$ cat src/rtl/adder8_pkg.sv
// adder8_pkg
//   Shared widths and types for the adder8 user design.
//   WIDTH  : operand / sum width (the pin frame fixes this at 8)
//   GROUP  : width of one carry-lookahead group
//   word_t : one operand or sum word
package adder8_pkg;

    localparam int WIDTH = 8;
    localparam int GROUP = 4;

    typedef logic [WIDTH-1:0] word_t;

endpackage

$ cat src/rtl/adder8_cla4.sv
// cla4
//   4-bit carry-lookahead group. Produces the group sum for a given carry-in,
//   together with group generate/propagate for the next lookahead level.
//   Ports:
//     a[3:0], b[3:0] : operand nibbles
//     cin            : carry into bit 0 of the group
//     s[3:0]         : nibble sum
//     G              : group generate (carry out of the group regardless of cin)
//     P              : group propagate (cin passes straight through the group)
module cla4
    import adder8_pkg::*;
(
    input  logic [GROUP-1:0] a,
    input  logic [GROUP-1:0] b,
    input  logic             cin,
    output logic [GROUP-1:0] s,
    output logic             G,
    output logic             P
);

    logic [GROUP-1:0] w_g;
    logic [GROUP-1:0] w_p;
    logic [GROUP-1:0] w_c;

    assign w_g = a & b;
    assign w_p = a ^ b;

    // Every carry is a flat sum-of-products of g/p and cin; none depends on
    // another internal carry, so there is no ripple inside the group.
    assign w_c[0] = cin;
    assign w_c[1] = w_g[0] | (w_p[0] & cin);
    assign w_c[2] = w_g[1] | (w_p[1] & w_g[0]) | (w_p[1] & w_p[0] & cin);
    assign w_c[3] = w_g[2] | (w_p[2] & w_g[1]) | (w_p[2] & w_p[1] & w_g[0])
                  | (w_p[2] & w_p[1] & w_p[0] & cin);

    assign s = w_p ^ w_c;

    assign G = w_g[3] | (w_p[3] & w_g[2]) | (w_p[3] & w_p[2] & w_g[1])
             | (w_p[3] & w_p[2] & w_p[1] & w_g[0]);
    assign P = &w_p;

endmodule

$ cat src/rtl/adder8.sv
// adder8
//   8-bit unsigned carry-lookahead adder in the user-project pin frame.
//   uo_out = (ui_in + uio_in) mod 256, purely combinational, zero latency.
//   Ports:
//     clk     : frame clock, unused
//     rst     : frame synchronous active-high reset, unused (no state exists)
//     ui_in   : operand A
//     uo_out  : sum A + B, low 8 bits
//     uio_in  : operand B
//     uio_out : tied 8'h00
//     uio_oe  : tied 8'h00, all uio pins are inputs
//     ena     : design-selected flag, ignored
module adder8
    import adder8_pkg::*;
(
    input  logic       clk,
    input  logic       rst,
    input  logic [7:0] ui_in,
    output logic [7:0] uo_out,
    input  logic [7:0] uio_in,
    output logic [7:0] uio_out,
    output logic [7:0] uio_oe,
    input  logic       ena
);

    word_t w_a;
    word_t w_b;
    word_t w_sum;
    logic  w_cin;
    logic  w_g0;
    logic  w_p0;
    logic  w_g1;
    logic  w_p1;
    logic  w_c4;
    logic  w_cout;

    assign w_a   = ui_in;
    assign w_b   = uio_in;
    assign w_cin = 1'b0;

    cla4 u_cla_lo (
        .a   (w_a[GROUP-1:0]),
        .b   (w_b[GROUP-1:0]),
        .cin (w_cin),
        .s   (w_sum[GROUP-1:0]),
        .G   (w_g0),
        .P   (w_p0)
    );

    cla4 u_cla_hi (
        .a   (w_a[WIDTH-1:GROUP]),
        .b   (w_b[WIDTH-1:GROUP]),
        .cin (w_c4),
        .s   (w_sum[WIDTH-1:GROUP]),
        .G   (w_g1),
        .P   (w_p1)
    );

    // Second-level lookahead across the two nibble groups.
    assign w_c4   = w_g0 | (w_p0 & w_cin);
    assign w_cout = w_g1 | (w_p1 & w_c4);

    assign uo_out  = w_sum;
    assign uio_out = 8'h00;
    assign uio_oe  = 8'h00;

    // Frame inputs with no function here, plus the carry-out that is not
    // brought to a pin.
    logic w_unused;
    assign w_unused = &{1'b0, clk, rst, ena, w_cout};

endmodule

$ cat config.mk
export PLATFORM = sky130hd
export DESIGN_NAME = adder8
export DESIGN_NICKNAME = d
export VERILOG_FILES = /design/src/rtl/adder8_pkg.sv /design/src/rtl/adder8_cla4.sv /design/src/rtl/adder8.sv
export SDC_FILE = /design/constraint.sdc
export NUM_CORES = 1
export LEC_CHECK = 0
export ABC_AREA = 1
export CORE_MARGIN = 1.5
export CORE_UTILIZATION = 31
export DETAILED_ROUTE_END_ITERATION = 10
export PLACE_DENSITY = 0.86
export SLEW_MARGIN = 5
export SYNTH_ARGS = -nofsm -noshare
export SYNTH_HDL_FRONTEND = slang
export SYNTH_SLANG_ARGS = --single-unit
$ cat constraint.sdc
create_clock -name vclk -period 2.7
set_input_delay 0.54 -clock vclk [all_inputs]
set_output_delay 0.54 -clock vclk [all_outputs]
set_load 0.05 [all_outputs]
Word level (Yosys, flattened, before mapping)

Cells that the tools add are included.

Register bits: 0
Input port bits: 19
Output and inout port bits: 24
Word-level logic and storage cells: 36

Bitwise logic cells: 36

Operators by type and width:

| operator         | count |
|---|---|
| 1-bit AND        | 18 |
| 4-bit XOR        | 4 |
| 1-bit bitwise OR | 12 |
| 4-bit AND        | 1 |
| 3-bit AND        | 1 |

Depth between registers and ports, before layout

Word-level depth: 8
Depth in mapped cells: 9
Mapped depth without buffers: 9

By module

From an unflattened synthesis, not the netlist that was laid out.

Cells, all modules: 81
Area total of the unflattened synthesis: 526.8 sq um

Modules (own cells, without submodules):

| module | instances | cells an instance | area each (sq um) | seq. area each (sq um) |
|---|---|---|---|---|
| cla4   | 2         | 32                | 201.4             | 0.0 |
| adder8 | 1         | 17                | 123.9             | 0.0 |

Worst setup path before layout

OpenSTA, ideal clock, no wires.

Path type: input-to-output
Start: input ui_in[3]
End: output uo_out[5]
Data arrival time: 2350 ps
Data required time: 2160 ps
Setup slack: -190 ps
Cell stages on the path: 6
Buffers on the path: 0
Cell sequence: ha_1 or2_0 nand2_1 nand2_2 fa_1 xor2_1

Word-level cells in the longest chain between the ends: 8
Elaborated cells between the ends (all ways): 13
Classes of those cells: 13 x bitwise

RTL lines:

| what                                           | RTL line                             | source |
|---|---|---|
| from (decl)                                    | adder8.sv:18                         | `input logic [7:0] ui_in,` |
| 4-bit XOR                                      | adder8_cla4.sv:26                    | `assign w_p = a ^ b;` |
| 1-bit AND (on tied branches)                   | adder8_cla4.sv:38, adder8_cla4.sv:39 |  |
| 1-bit bitwise OR, or another cell as far along | adder8_cla4.sv:38                    | `assign G = w_g[3] \| (w_p[3] & w_g[2]) \| (w_p[3] & w_p[2] & w_g[1])` |
| 1-bit bitwise OR or 1-bit AND (tied branches)  | adder8_cla4.sv:38, adder8_cla4.sv:39 |  |
| 1-bit bitwise OR *                             | adder8_cla4.sv:39                    | `\| (w_p[3] & w_p[2] & w_p[1] & w_g[0]);` |
| 1-bit AND *                                    | adder8_cla4.sv:31                    | `assign w_c[1] = w_g[0] \| (w_p[0] & cin);` |
| 1-bit bitwise OR *                             | adder8_cla4.sv:31                    |  |
| 4-bit XOR *                                    | adder8_cla4.sv:36                    | `assign s = w_p ^ w_c;` |
| to (decl)                                      | adder8.sv:19                         | `output logic [7:0] uo_out,` |

Every way passes the cells marked *; elsewhere a longest branch is shown, timed or not.

Final worst setup path

Start: input uio_in[3]
End: output uo_out[5]

Word-level cells in the longest chain between the ends: 8
Elaborated cells between the ends (all ways): 13
Classes of those cells: 13 x bitwise

RTL lines:

| what                                           | RTL line                             | source |
|---|---|---|
| from (decl)                                    | adder8.sv:20                         | `input logic [7:0] uio_in,` |
| 4-bit XOR                                      | adder8_cla4.sv:26                    |  |
| 1-bit AND (on tied branches)                   | adder8_cla4.sv:38, adder8_cla4.sv:39 |  |
| 1-bit bitwise OR, or another cell as far along | adder8_cla4.sv:38                    |  |
| 1-bit bitwise OR or 1-bit AND (tied branches)  | adder8_cla4.sv:38, adder8_cla4.sv:39 |  |
| 1-bit bitwise OR *                             | adder8_cla4.sv:39                    |  |
| 1-bit AND *                                    | adder8_cla4.sv:31                    |  |
| 1-bit bitwise OR *                             | adder8_cla4.sv:31                    |  |
| 4-bit XOR *                                    | adder8_cla4.sv:36                    |  |

Marks and branches as above.

==> flow_results.org <==
** STA
- Setup TNS :: 0 ns
- For this run, the top clock speed supported by timing is 383.8 MHz.
- Setup violations remaining at the end of the flow were counted as 0.
- Of the available clock period, the critical path in the final layout requires between 90% and 100%.
- Setup repair after global routing left no endpoint under its margin.
- Setup ws final :: 0.09448 ns
- The number of hold violations in the final report is 0.
- The max-slew violation count was 0.
- Minimum period implied by the final worst setup slack :: ~2.6 ns
- The tightest hold path in the finished design has a slack of 1.778 ns.

** Floorplan
- The die covers 0.001595 mm2.
- After floorplanning, the core was divided into 13 placement rows.
- Top-Level Pins :: 43
- After floorplanning, the core was sized to cover around 0.0013 mm2.
- The initial utilization of the core area, before any placement, comes to 32.91%.
- In this run the horizontal extent of the chip is 39.94 um.
- The floorplan step set the die height to 39.94 um.

** Global routing
- Wire length of the first global-routing pass :: ~1400 um
- Entering global routing, the biggest net connects 5 pins.
- Total overflow reported by the global router :: 0
- The via count of the first global-routing pass was between 300 and 400.
- Number of antenna violations at the first check in global routing :: 0
- For this run, the total global-route usage over all layers was measured as 11.78%.

** Setup path
- Maximum fanout along the worst path :: 2
- Worst path required time :: 2.16 ns
- Endpoint kind of the worst setup timing path :: primary output
- Data arrives at the worst endpoint at 2.07 ns.
- Ordered cell list for the critical path :: dlygate4sd2_1, ha_4, or2_0, nand2_1, nand2_2, fa_2, xor2_2, buf_12
- Kind of critical path :: input pin to primary output
- CP max stage cell :: sky130_fd_sc_hd__fa_2
- The worst setup path is launched from an input pin.
- The largest single stage delay on the critical path is about 0.35 ns.

** Placement
- In this run, placement finished with an instance count of 102.
- After legalization and detailed placement, the total HPWL measured 783.7 um.
- At the end of routability-driven placement, the weighted congestion stood at between 0.7 and 0.8.
- Setup WS pre-CTS :: -0.2500 ns
- Post-place instance area :: 715.7 um2
- Port Buf Inserts :: 24

** Layout
- Non-filler cells, final :: about 100
- Finished Core Util :: 57.94%
- The area growth from synthesis to layout is 76.04%.
- Count of sequential standard cells :: 0
- Filler Cell Count :: 115
- Diode insertion count for antenna repair :: 0
- Share of cells above drive strength 1 :: 20.45%
- Clock buffers in the final layout number 0.
- Cell area after layout :: 744.5 um2
- Net count of the finished layout :: approximately 120
- In the final layout, flip-flops and latches occupy 0 um2.

** Drt
- After detailed routing, the number of remaining DRC violations is 0.
- The detailed router placed 423 vias in this run.
- For this block, the initial DRC count from the detailed router was 1.
- Dividing the detail-routed wire length by the instance count gives 8.252 um.
- The detail route stage leaves a number of antenna-violating nets equal to 0.
- Via density per instance :: roughly 4
- Detailed routing placed a total of 53 um of wire on met3.
- Detailed-routed wire length on met2 :: roughly 470 um
- The pre-antenna-repair detailed-routing pass consisted of 2 iterations.
- Detailed-routing wirelength on met1 :: 311 um
- Routed signal wires occupy layers up through met4.
- WL final :: 850 um

** Power and ir drop
- Across the VDD grid, the largest voltage drop is 211.1 uV.
- Portion of total power attributed to combinational logic :: 100.0%
- The analysis attributes to net switching a power of 0.1858 mW.
- Of the total power, the share spent switching nets is approximately 58%.
- Clock share of power :: 0%
- Summing internal, switching and leakage power gives 0.3176 mW.
- Internal power comes to 0.1318 mW.
- For this design the static power due to leakage is a little under 0.4 nW.
- Register share of total power :: 0%
- Dividing total power by cell area gives a power density of 426.6 mW/mm2.

** Run
- The tool flagged a number of max-cap violations equal to 0.

** Synth
- Post-Syn Area per Cell :: approximately 7 um2
- Count of different cell masters after synthesis :: 15
- Library cell with the highest instance count after synthesis :: sky130_fd_sc_hd__buf_4
- Synthesis produced 61 cells.
- Share of the synthesized area in the top cell type :: between 20% and 30%
- By area the synthesized netlist is led by sky130_fd_sc_hd__buf_4 28%, sky130_fd_sc_hd__ha_1 21%, sky130_fd_sc_hd__nand2_1 11%, sky130_fd_sc_hd__fa_1 9.5%, sky130_fd_sc_hd__inv_1 6.2%.
- Ranking of synthesized cells by instance count :: 16 x sky130_fd_sc_hd__buf_4, 12 x sky130_fd_sc_hd__nand2_1, 7 x sky130_fd_sc_hd__ha_1, 7 x sky130_fd_sc_hd__inv_1, 4 x sky130_fd_sc_hd__nor2_1
- Share of the yosys chip area belonging to registers :: 0%
- Yosys synthesis warning count :: 0
- The biggest area contributor in the post-synthesis netlist is sky130_fd_sc_hd__buf_4.
- Netlist Area Pre-Place :: 422.9 um2

** Clock network
- For this design, the CTS-stage hold fixing added 0 buffers.

** Worst hold path
- WHS Path Cells :: 5
- Path type of the worst min-delay path :: input pin to primary output
- Start point of the worst hold path :: ui_in[3]
- For hold timing, the worst endpoint is uo_out[3].

** Run status
- Outcome :: completed
-- power by group through the flow --
stage / sequential (mW) / clock [mW] / combinational, mW
after CTS: 0 / 0 / 0.317
after detailed placement: 0 / 0 / 0.313
final: 0 / 0 / 0.318
after global routing: 0 / 0 / 0.337
after floorplan: 0 / 0 / 0.200
after global placement: 0 / 0 / 0.310
-- placed cells by master (no fill, tap or decap), drive strengths merged --
cell            n
a21oi           1
buf            12
clkdlybuf4s15   1
clkdlybuf4s50  10
conb           16
dlygate4sd2     5
fa              2
ha              7
inv             7
nand2          13
nand3           3
nand3b          1
nand4           1
nor2            4
or2             1
xnor2           1
xor2            3
-- critical path: cells and delay by family --
kind          cells  cell delay, ns
fa+ha+maj         2            0.56
buf+inv           2            0.42
xor+xnor          1            0.18
simple gates      3            0.35
-- metal layers --
| metal | vias up | global-route usage, % |
|---|---|---|
| li1 | 212 | - |
| met1 | 189 | 13.42 |
| met2 | 20 | 24.19 |
| met3 | 2 | 0 |
| met4 | 0 | 1.724 |
| met5 | - | 0 |
-- worst max path at each step --
| stage | end | start | slack (ns) | depth (start not counted) |
|---|---|---|---|---|
| 6_report | uo_out[5] | uio_in[3] | 0.09 | 8 |
| 3_3_place_gp | uo_out[5] | ui_in[3] | -0.24 | 8 |
| 5_1_grt | uo_out[7] | ui_in[5] | 0.007 | 9 |
| 4_1_cts | uo_out[5] | uio_in[3] | 0.02 | 8 |
| 3_5_place_dp | uo_out[5] | ui_in[3] | -0.25 | 8 |
| 2_1_floorplan | uo_out[5] | ui_in[3] | 0.03 | 6 |
-- layout make-up --
cell class                 instances  area (um2)  area share [%]
timing repair buffer              28       331.6           44.54
tap                               15       18.77           2.521
inverter                           7       26.28           3.529
multi-input combinational         53       367.9           49.41
-- cell families after synthesis --
group | Yosys count | synth area share [%]
other | 1 | 0.8867
buffers and inverters | 23 | 34.62
adder cells (fa/ha/maj) | 9 | 30.18
XOR/XNOR | 4 | 8.286
AO/OA/AOI/OAI | 1 | 2.071
AND/OR/NAND/NOR | 23 | 23.97
-- timing repair --
action / CTS / global route
endpoints found under the setup margin: 3 / 4
setup buffers: 1 / 0
endpoints found under the hold margin: 0 / 0
resized for setup: 8 / 2
pin swaps: 9 / 5
(Power assumes the default switching activity.)
